### config.mk
export PLATFORM = sky130hd
export DESIGN_NAME = pc_block
export DESIGN_NICKNAME = d
export VERILOG_FILES = /design/src/rtl/pc_pkg.sv /design/src/rtl/pc_next_mux.sv /design/src/rtl/pc_block.sv
export SDC_FILE = /design/constraint.sdc
export NUM_CORES = 1
export LEC_CHECK = 0
export ABC_AREA = 1
export CAP_MARGIN = 20
export CORE_AREA = 3 3 73 75
export DETAILED_ROUTE_END_ITERATION = 10
export DIE_AREA = 0 0 76 78
export PLACE_DENSITY = 0.85
export SLEW_MARGIN = 20
export SYNTH_ARGS = -nofsm -noshare
export SYNTH_HDL_FRONTEND = slang
export SYNTH_SLANG_ARGS = --single-unit
### constraint.sdc
create_clock -name clock -period 5.4 [get_ports clock]
set_input_delay 0.81 -clock clock [delete_from_list [all_inputs] [get_ports clock]]
set_output_delay 0.81 -clock clock [all_outputs]
set_load 0.02 [all_outputs]
### src/rtl/pc_pkg.sv
// Shared constants for the program-counter slice: widths, the reset/restart vector
// and the pcSrc select encodings used by the control unit.
package pc_pkg;

    localparam int WIDTH   = 16;
    localparam int PC_STEP = 2;
    localparam logic [WIDTH-1:0] RESET_PC = 16'h0000;

    typedef enum logic [2:0] {
        PC_SEQ     = 3'd0,
        PC_BR_REL  = 3'd1,
        PC_JUMP    = 3'd2,
        PC_RA      = 3'd3,
        PC_MARY    = 3'd4,
        PC_BR_ABS  = 3'd5,
        PC_BR_RA   = 3'd6,
        PC_RESTART = 3'd7
    } pc_src_e;

    // Modulo-2^WIDTH add; the carry out is dropped so addresses wrap silently.
    function automatic logic [WIDTH-1:0] pc_add(input logic [WIDTH-1:0] a,
                                                input logic [WIDTH-1:0] b);
        return a + b;
    endfunction

endpackage

### src/rtl/pc_next_mux.sv
// Combinational next-PC selection: sequential, relative/absolute branches,
// register-supplied targets and the restart vector.
module pc_next_mux
    import pc_pkg::*;
(
    input  logic [WIDTH-1:0] pc,
    input  logic [2:0]       pc_src,
    input  logic             comp,
    input  logic [WIDTH-1:0] imm_addr,
    input  logic [WIDTH-1:0] ra,
    input  logic [WIDTH-1:0] mary,
    output logic [WIDTH-1:0] next_pc
);

    localparam logic [WIDTH-1:0] STEP_W = WIDTH'(PC_STEP);

    pc_src_e          sel;
    logic [WIDTH-1:0] seq_pc;
    logic [WIDTH-1:0] rel_pc;

    assign sel    = pc_src_e'(pc_src);
    assign seq_pc = pc_add(pc, STEP_W);
    // imm_addr arrives already sign-extended, so a plain add gives two's-complement offsets.
    assign rel_pc = pc_add(pc, imm_addr);

    always_comb begin
        next_pc = seq_pc;
        case (sel)
            PC_SEQ:     next_pc = seq_pc;
            PC_BR_REL:  next_pc = comp ? rel_pc : seq_pc;
            PC_JUMP:    next_pc = imm_addr;
            PC_RA:      next_pc = ra;
            PC_MARY:    next_pc = mary;
            PC_BR_ABS:  next_pc = comp ? imm_addr : seq_pc;
            PC_BR_RA:   next_pc = comp ? ra : seq_pc;
            PC_RESTART: next_pc = RESET_PC;
            default:    next_pc = seq_pc;
        endcase
    end

endmodule

### src/rtl/pc_block.sv
// Program-counter register: holds the current instruction address and loads the
// selected next address on write-enabled edges; reset dominates everything.
module pc_block
    import pc_pkg::*;
(
    input  logic             clock,
    input  logic             reset,
    input  logic [2:0]       pcSrc,
    input  logic [WIDTH-1:0] immAddr,
    input  logic [WIDTH-1:0] ra,
    input  logic [WIDTH-1:0] mary,
    input  logic             comp,
    input  logic             pcWrite,
    output logic [WIDTH-1:0] pcOut
);

    // Power-up value is defined so pcOut reads zero even before the first reset.
    logic [WIDTH-1:0] pc_q = '0;
    logic [WIDTH-1:0] pc_d;
    logic [WIDTH-1:0] next_pc;

    pc_next_mux u_next (
        .pc       (pc_q),
        .pc_src   (pcSrc),
        .comp     (comp),
        .imm_addr (immAddr),
        .ra       (ra),
        .mary     (mary),
        .next_pc  (next_pc)
    );

    always_comb begin
        pc_d = pc_q;
        if (pcWrite) begin
            pc_d = next_pc;
        end
    end

    always_ff @(posedge clock) begin
        if (reset) begin
            pc_q <= RESET_PC;
        end else begin
            pc_q <= pc_d;
        end
    end

    assign pcOut = pc_q;

endmodule

==> flow_metrics.env, run 1 <==
export IMPL_slew_viol_final=0
export IMPL_wire_per_inst_um=14.32
export IMPL_antenna_cells=0
export IMPL_dieArea_mm2=0.005928
export IMPL_pin_count=71
export IMPL_syn_num_nets=498
export IMPL_fin_setup_tns_ps=0
export IMPL_postSynthAreaPerCell_um2=5.810
export IMPL_cp_arrival_ps=2890
export IMPL_cts_root_buf="clkbuf_8"
export IMPL_final_cells=560
export IMPL_drv_cap=0
export IMPL_cts_buffers=3
export IMPL_path_clk_slew_ps=70
export IMPL_fillers=432
export IMPL_grt_pass1_vias=2763
export IMPL_dr_pass1_iters=5
export IMPL_ys_top_cells_by_count="115 x nand2_1, 64 x inv_1, 45 x nand3_1"
export IMPL_rsz0062_at_grt="false"
export IMPL_grtUsageMet2_pct=46.28
export IMPL_met3_usage_pct=4.060
export IMPL_grt_pass1_wl_um=12850
export IMPL_multi_input_area_mm2=0.001828
export IMPL_ys_flop_type="dfxtp_1"
export IMPL_placed_cells=556
export IMPL_peakVddDrop_v=0.00008662
export IMPL_critPathRequiredTime_ps=5570
export IMPL_synth_area_mm2=0.002475
export IMPL_yosysMostFrequentCell="nand2_1"
export IMPL_clk_path_buf_depth=2
export IMPL_grt_ovfl_total=0
export IMPL_core_mm2=0.004723
export IMPL_drive_gt1_share_pct=8.114
export IMPL_detailedPlace_worstSlack_ps=2439
export IMPL_initial_core_util_pct=52.40
export IMPL_synth_area_top_cells="nand2_1 17%, dfxtp_1 13%, inv_1 9.7%, nand3_1 9.1%, ha_1 8.1%"
export IMPL_grt_busiest_layer="met2"
export IMPL_tightest_slew_ps=598.5
export IMPL_setup_viol_count_final=0
export IMPL_die_h_um=78
export IMPL_skew_ps=1.839
export IMPL_synth_top_area_share_pct=17.44
export IMPL_setup_slack_ps=2673
export IMPL_io_buffer_count=70
export IMPL_fin_area_mm2=0.003266
export IMPL_status="completed"
export IMPL_crit_path_start_kind="input port"
export IMPL_clock_latency_ps=260
export IMPL_cts_tree="yes"
export IMPL_yosysWarnings=0
export IMPL_powerDensity_mw_per_mm2=157.8
export IMPL_vias=3101
export IMPL_hold_buffers=0
export IMPL_postRouteAntennaNets=0
export IMPL_synth_enable_flop_cells=0
export IMPL_post_route_min_period_ps=2727
export IMPL_gr_usage_all_layers_pct=26.21
export IMPL_cts_sinks=16
export IMPL_finalNetCount=566
export IMPL_cts_setup_buffers=0
export IMPL_hpwlAfterDp_um=6532
export IMPL_place_congestion=0.9069
export IMPL_crit_fanout=4
export IMPL_wirelength_um=8018
export IMPL_yosysTopAreaCell="nand2_1"
export IMPL_synthArstFlopShare_pct=0
export IMPL_use_met1_pct=33.78
export IMPL_synth_cell_types=40
export IMPL_die_x_um=76
export IMPL_synthCells=426
export IMPL_hold_violations=0
export IMPL_cts_resized_gates=0
export IMPL_finalCritPeriodShare_pct=50.50
export IMPL_largest_reg_flops=16
export IMPL_power_leakage_nw=1.578
export IMPL_critPathCaptureType="flip-flop"
export IMPL_drc=0
export IMPL_slew_limit_headroom_pct=60.06
export IMPL_min_path_type="flip-flop to flip-flop"
export IMPL_cts_htree_levels=1
export IMPL_drt_initial_drc_count=209
export IMPL_max_freq_ghz=0.3667
export IMPL_ys_seq_elements=16
export IMPL_postPlaceCellArea_mm2=0.003211
export IMPL_via_per_inst=5.538
export IMPL_ys_seq_area_share_pct=12.94
export IMPL_grt_max_degree=20
export IMPL_seq_area_um2=320.3
export IMPL_areaGrowthSynthToFinish_pct=31.95
export IMPL_rows=25
export IMPL_regToRegSetupSlack_ps=3330
export IMPL_criticalPathCategory="input port to flip-flop"
export IMPL_antenna_found_initial=0
critical path: stages:
cell             delay (ps)
clkdlybuf4s50_1         490
ha_1                    210
inv_1                    70
fa_1                    410
inv_1                   110
nand3_1                  80
nand3_1                 150
nand4_1                 120
nand3_1                 110
a21oi_1                  60
o21ai_0                  80
nand3_1                  90
nand2_1                  70
inv_1                    30
per-stage QoR:
stage | power, mW | utilization (%) | hold slack [ps]
after floorplan | 0.2973 | - | 600.8
after global placement | 0.3957 | 67.97 | 541.9
after detailed placement | 0.3979 | 67.97 | 534.6
after CTS | 0.5128 | 69.14 | 543.8
after global routing | 0.5454 | 69.14 | 568.6
final | 0.5153 | 69.14 | 544.0
cell families (layout without fill, tap and decap cells):
logic type,count (synthesis),in the layout,synth area share [%]
AND/OR/NAND/NOR,226,226,41.46
flip-flops,16,16,12.94
XOR/XNOR,7,7,2.477
buffers and inverters,81,148,13.19
AO/OA/AOI/OAI,79,79,21.03
adder cells (fa/ha/maj),17,17,8.898
area by class of cell:
cell class              instances  area share (%)
clock buffers                   4           1.686
inverters                      74           8.506
multi-input cells             329           55.98
flip-flops and latches         16           9.808
well taps                      67           2.567
repair buffers                 70           21.46
per-layer routing:
layer | up-vias | wire length (um)
met5 | - | 0
met4 | 0 | 65
met3 | 8 | 631
met2 | 123 | 3789
met1 | 1416 | 3531
li1 | 1554 | -
power breakdown:
group          internal, mW  switching, mW
Combinational         0.113          0.141
Sequential            0.127         0.0180
Clock                0.0650         0.0505
Total                 0.305          0.210
cell usage in the layout, fill, tap and decap left out, types with 5 or more instances in the layout:
master,count
nand4_1,11
dfxtp_1,16
nand3_1,45
xor2_1,5
o21ai_0,22
a221oi_1,7
ha_1,16
nor2_1,33
inv_1,64
nand2_1,115
a31oi_1,8
a21oi_1,24
clkdlybuf4s50_1,70
inv_2,9
path summary, 6_finish.rpt:
path                            startpoint         to  depth (start not counted)
worst max-delay path            immAddr[0]  pcOut[12]                         14
worst min-delay path              pcOut[0]   pcOut[0]                          2
worst min register to register    pcOut[0]   pcOut[0]                          2
worst max register to register    pcOut[7]   pcOut[9]                         12
(Power assumes the default switching activity.)
==> inputs of run 2 (changes only) <==
--- a/config.mk
+++ b/config.mk
@@ -7,10 +7,10 @@
 export LEC_CHECK = 0
 export ABC_AREA = 1
 export CAP_MARGIN = 20
-export CORE_AREA = 3 3 73 75
+export CORE_AREA = 3 3 76 78
 export DETAILED_ROUTE_END_ITERATION = 10
-export DIE_AREA = 0 0 76 78
-export PLACE_DENSITY = 0.85
+export DIE_AREA = 0 0 79 81
+export PLACE_DENSITY = 0.79
 export SLEW_MARGIN = 20
 export SYNTH_ARGS = -nofsm -noshare
 export SYNTH_HDL_FRONTEND = slang
==> constraint.sdc (replaced) <==
create_clock -name clock -period 2.7 [get_ports clock]
set_input_delay 0.405 -clock clock [delete_from_list [all_inputs] [get_ports clock]]
set_output_delay 0.405 -clock clock [all_outputs]
set_load 0.02 [all_outputs]
==> flow_metrics.env, run 2 (same netlist as run 1, synthesis figures left out) <==
export IMPL_grt_pass1_wl_um=13370
export IMPL_min_path_type="flip-flop to flip-flop"
export IMPL_cts_setup_buffers=0
export IMPL_cts_tree="yes"
export IMPL_finalNetCount=571
export IMPL_drv_cap=0
export IMPL_io_buffer_count=70
export IMPL_place_congestion=0.9767
export IMPL_dieArea_mm2=0.006399
export IMPL_via_per_inst=5.499
export IMPL_timing_rr_start="pcOut[1]"
export IMPL_slew_limit_headroom_pct=62.11
export IMPL_largest_reg_flops=16
export IMPL_cts_resized_gates=0
export IMPL_initial_core_util_pct=48.15
export IMPL_postPlaceCellArea_mm2=0.003252
export IMPL_placed_cells=564
export IMPL_hpwlAfterDp_um=6568
export IMPL_crit_fanout=4
export IMPL_drt_initial_drc_count=357
export IMPL_final_cells=567
export IMPL_dr_pass1_iters=5
export IMPL_post_route_min_period_ps=2216
export IMPL_cts_buffers=3
export IMPL_drc=0
export IMPL_peakVddDrop_v=0.0002108
export IMPL_fin_setup_tns_ps=0
export IMPL_pin_count=71
export IMPL_postRouteAntennaNets=0
export IMPL_worst_r2r_cell_count=12
export IMPL_crit_path_start_kind="input port"
export IMPL_cts_sinks=16
export IMPL_status="completed"
export IMPL_setup_viol_count_final=0
export IMPL_critPathRequiredTime_ps=2900
export IMPL_vias=3118
export IMPL_final_cell_mix="115 x nand2_1, 70 x clkdlybuf4s50_1, 64 x inv_1, 45 x nand3_1, 33 x nor2_1"
export IMPL_antenna_found_initial=0
export IMPL_fin_area_mm2=0.003293
export IMPL_power_leakage_nw=1.596
export IMPL_core_mm2=0.005140
export IMPL_min_to="pcOut[0]"
export IMPL_timing_rr_end="pcOut[8]"
export IMPL_min_from="pcOut[0]"
export IMPL_finalCritPeriodShare_pct=82.06
export IMPL_gr_usage_all_layers_pct=25.88
export IMPL_critPathCaptureType="flip-flop"
export IMPL_tightest_slew_ps=566.3
export IMPL_hold_violations=0
export IMPL_grt_max_degree=17
export IMPL_drive_gt1_share_pct=8.853
export IMPL_areaGrowthSynthToFinish_pct=33.06
export IMPL_p_total_mw=1.005
export IMPL_clock_latency_ps=260
export IMPL_grt_ovfl_total=0
export IMPL_max_freq_ghz=0.4513
export IMPL_rows=26
export IMPL_die_h_um=81
export IMPL_criticalPathCategory="input port to flip-flop"
export IMPL_hold_buffers=0
export IMPL_path_clk_slew_ps=80
export IMPL_grt_pass1_vias=2872
export IMPL_cts_htree_levels=1
export IMPL_wire_per_inst_um=14.33
export IMPL_cp_arrival_ps=2410
export IMPL_antenna_cells=0
export IMPL_clk_path_buf_depth=2
export IMPL_wirelength_um=8127
export IMPL_worstHoldPathCells=2
export IMPL_powerDensity_mw_per_mm2=305.2
export IMPL_regToRegSetupSlack_ps=710
export IMPL_cts_root_buf="clkbuf_8"
export IMPL_slew_viol_final=0
export IMPL_rsz0062_at_grt="false"
export IMPL_skew_ps=8.155
export IMPL_layout_commonest_cell="nand2_1"
export IMPL_die_x_um=79
[run 2: worst max path at each step]
stage                          start   endpoint  slack [ps]  depth (start not counted)
after floorplan             pcOut[0]   pcOut[8]         800                         13
after global routing      immAddr[0]   pcOut[8]         280                         14
after detailed placement  immAddr[0]  pcOut[12]         220                         14
final                     immAddr[0]   pcOut[8]         480                         14
after global placement    immAddr[0]  pcOut[12]         260                         14
after CTS                 immAddr[0]   pcOut[8]         480                         14
[run 2: critical path, stage by stage]
cell and delay, ps:
clkdlybuf4s50_1 500, ha_1 210, inv_1 70, fa_1 390, inv_1 90, nand3_1 60
nand3_1 130, nand2_1 70, nand2_1 90, nand2_1 50, nand2_1 70, or2_2 100
nand3_1 50, a31oi_1 120
[run 2: layout make-up]
cell class / count / area, um2
inverters: 74 / 277.8
well taps: 70 / 87.58
flip-flops and latches: 16 / 320.3
multi-input cells: 329 / 1828
fillers: 525 / 1847
clock buffers: 3 / 41.29
repair buffers: 75 / 738.2
[run 2: power breakdown]
| part | switching, mW | total [mW] | internal [mW] |
|---|---|---|---|
| Combinational | 0.288 | 0.519 | 0.231 |
| Clock | 0.102 | 0.201 | 0.0995 |
| Sequential | 0.0296 | 0.284 | 0.255 |
| Total | 0.420 | 1.01 | 0.585 |
[run 2: metrics by stage]
stage / utilization [%] / hold slack (ps) / setup WS (ps)
after floorplan: - / 576.3 / 797.2
after global placement: 63.27 / 541.2 / 264.2
after detailed placement: 63.27 / 552.1 / 216.4
after CTS: 64.07 / 562.8 / 484.1
after global routing: 64.07 / 599.0 / 275.1
final: 64.07 / 563.9 / 484.3
[run 2: routing by layer]
metal | share of wire (%) | track usage, %
met5 | 0 | 0
met4 | 1.9 | 9.107
met3 | 7.0 | 2.661
met2 | 47 | 43.01
met1 | 44 | 34.87
==> inputs of run 3 (changes only) <==
==> constraint.sdc (replaced) <==
create_clock -name clock -period 2.14 [get_ports clock]
set_input_delay 0.321 -clock clock [delete_from_list [all_inputs] [get_ports clock]]
set_output_delay 0.321 -clock clock [all_outputs]
set_load 0.02 [all_outputs]
==> flow_metrics.env, run 3 (same netlist as run 1, synthesis figures left out) <==
export IMPL_antenna_cells=0
export IMPL_layout_commonest_cell="nand2_1"
export IMPL_path_clk_slew_ps=80
export IMPL_areaGrowthSynthToFinish_pct=48.79
export IMPL_antenna_found_initial=0
export IMPL_timing_rr_start="pcOut[1]"
export IMPL_hpwlAfterDp_um=7227
export IMPL_pwr_share_clk_pct=21.4
export IMPL_setup_viol_count_final=0
export IMPL_rows=26
export IMPL_status="completed"
export IMPL_drc=0
export IMPL_worst_r2r_cell_count=12
export IMPL_critPathRequiredTime_ps=2310
export IMPL_p_comb_share_pct=54.0
export IMPL_hold_violations=0
export IMPL_max_freq_ghz=0.5006
export IMPL_cts_htree_levels=1
export IMPL_largest_reg_flops=16
export IMPL_vias=3291
export IMPL_fillers=488
export IMPL_met3_usage_pct=2.772
export IMPL_slew_limit_headroom_pct=74.11
export IMPL_final_util_pct=71.64
export IMPL_cts_sinks=16
export IMPL_finalNetCount=611
export IMPL_grt_pass1_wl_um=14460
export IMPL_crit_slowest_cell="clkdlybuf4s50_1"
export IMPL_grt_busiest_layer="met2"
export IMPL_fin_worst_hold_slack_ps=384.8
export IMPL_critPathCaptureType="flip-flop"
export IMPL_peakVddDrop_v=0.0002970
export IMPL_internal_power_mw=0.8598
export IMPL_min_to="pcOut[0]"
export IMPL_p_total_mw=1.441
export IMPL_setup_slack_ps=142.4
export IMPL_initial_core_util_pct=48.15
export IMPL_hold_buffers=0
export IMPL_drive_gt1_share_pct=17.84
export IMPL_switchingPower_mw=0.5809
export IMPL_critPathBufInv=4
export IMPL_crit_fanout=5
export IMPL_grt_pass1_vias=3127
export IMPL_final_cell_mix="115 x nand2_1, 69 x clkdlybuf4s50_1, 64 x inv_1, 44 x buf_4, 42 x nand3_1"
export IMPL_drv_cap=0
export IMPL_cp_arrival_ps=2170
export IMPL_min_path_type="input port to flip-flop"
export IMPL_place_congestion=0.9378
export IMPL_fin_setup_tns_ps=0
export IMPL_crit_path_start_kind="input port"
export IMPL_pin_count=71
export IMPL_power_leakage_nw=1.829
export IMPL_p_seq_share_pct=24.6
export IMPL_io_buffer_count=70
export IMPL_gr_usage_all_layers_pct=28.27
export IMPL_via_per_inst=5.413
export IMPL_criticalPathCategory="input port to flip-flop"
export IMPL_cts_root_buf="clkbuf_8"
export IMPL_clk_path_buf_depth=2
export IMPL_clock_latency_ps=270
export IMPL_powerDensity_mw_per_mm2=391.2
export IMPL_grt_max_degree=16
export IMPL_skew_ps=1.727
export IMPL_cp_slowest_stage_delay_ps=480
export IMPL_min_from="immAddr[0]"
export IMPL_drt_initial_drc_count=256
export IMPL_critPathTopFamily="simple AND/OR/NAND/NOR gates"
export IMPL_grt_ovfl_total=0
export IMPL_wirelength_um=8955
export IMPL_finalCritPeriodShare_pct=93.34
export IMPL_dr_pass1_iters=5
export IMPL_worstHoldPathCells=3
export IMPL_die_x_um=79
export IMPL_postRouteAntennaNets=0
export IMPL_detailedPlace_worstSlack_ps=-209.2
export IMPL_dieArea_mm2=0.006399
export IMPL_cts_tree="yes"
export IMPL_tightest_slew_ps=387.9
export IMPL_core_mm2=0.005140
export IMPL_wire_per_inst_um=14.73
export IMPL_use_met1_pct=37.09
export IMPL_post_route_min_period_ps=1998
export IMPL_cp_cell_sequence="clkdlybuf4s50_1 > ha_4 > buf_4 > nand2_1 > nor2_1 > nand3_1 > nand3_2 > nand2_1 > inv_1 > o21ai_0 > nand3_1 > nand3_1 > nand2_1 > inv_1"
export IMPL_grtUsageMet2_pct=48.91
export IMPL_slew_viol_final=0
export IMPL_cts_buffers=3
export IMPL_timing_rr_end="pcOut[14]"
export IMPL_p_sw_share_pct=40.32
export IMPL_regToRegSetupSlack_ps=240
export IMPL_die_h_um=81
run 3: changes by cell type in the layout (fill, tap and decap cells not counted), moves of 2 or more:
cell     change
nand3_2      +3
a21oi_2      +4
buf_4       +39
ha_4         +2
a21oi_1      -4
ha_1         -3
nand3_1      -3
run 3: worst max path at each step:
stage,from,end,slack [ps],cells past startpoint
2_1_floorplan,pcOut[0],pcOut[8],240,13
6_report,immAddr[7],pcOut[14],140,14
3_3_place_gp,immAddr[0],pcOut[12],-170,14
4_1_cts,immAddr[0],pcOut[8],60,14
5_1_grt,immAddr[7],pcOut[14],-6,14
3_5_place_dp,immAddr[0],pcOut[14],-210,14
run 3: final cells by class:
type,count,area (um2),area share [%]
multi-input cells,329,1888,51.27
repair buffers,115,1054,28.61
flip-flops and latches,16,320.3,8.699
inverters,74,277.8,7.543
well taps,70,87.58,2.379
clock buffers,4,55.05,1.495
run 3: repair_timing:
item,in CTS,in global routing
setup buffers,0,1
setup endpoints to repair,0,9
resized for setup,0,12
run 3: through the flow:
stage | cell area [um2] | cells
5_1_grt | 3682 | 608
3_5_place_dp | 3557 | 603
4_1_cts | 3612 | 607
2_1_floorplan | 2475 | 426
3_3_place_gp | 3557 | 603
6_report | 3682 | 608
run 3: power groups by stage:
stage / Clock, mW / Sequential (mW) / Combinational (mW)
after global routing: 0.323 / 0.358 / 0.852
after floorplan: 0 / 0.387 / 0.363
after detailed placement: 0 / 0.359 / 0.746
after global placement: 0 / 0.358 / 0.736
final: 0.308 / 0.354 / 0.778
after CTS: 0.308 / 0.351 / 0.751
run 3: tightest hold or removal path, stage by stage:
cell,delay (ps)
dlymetal6s2s_1,110
a21oi_1,70
a21oi_1,110
run 3: metal layers:
layer / part of all wire [%] / up-vias
li1: - / 1639
met1: 44 / 1488
met2: 46 / 148
met3: 7.6 / 16
met4: 2.0 / 0
met5: 0 / -
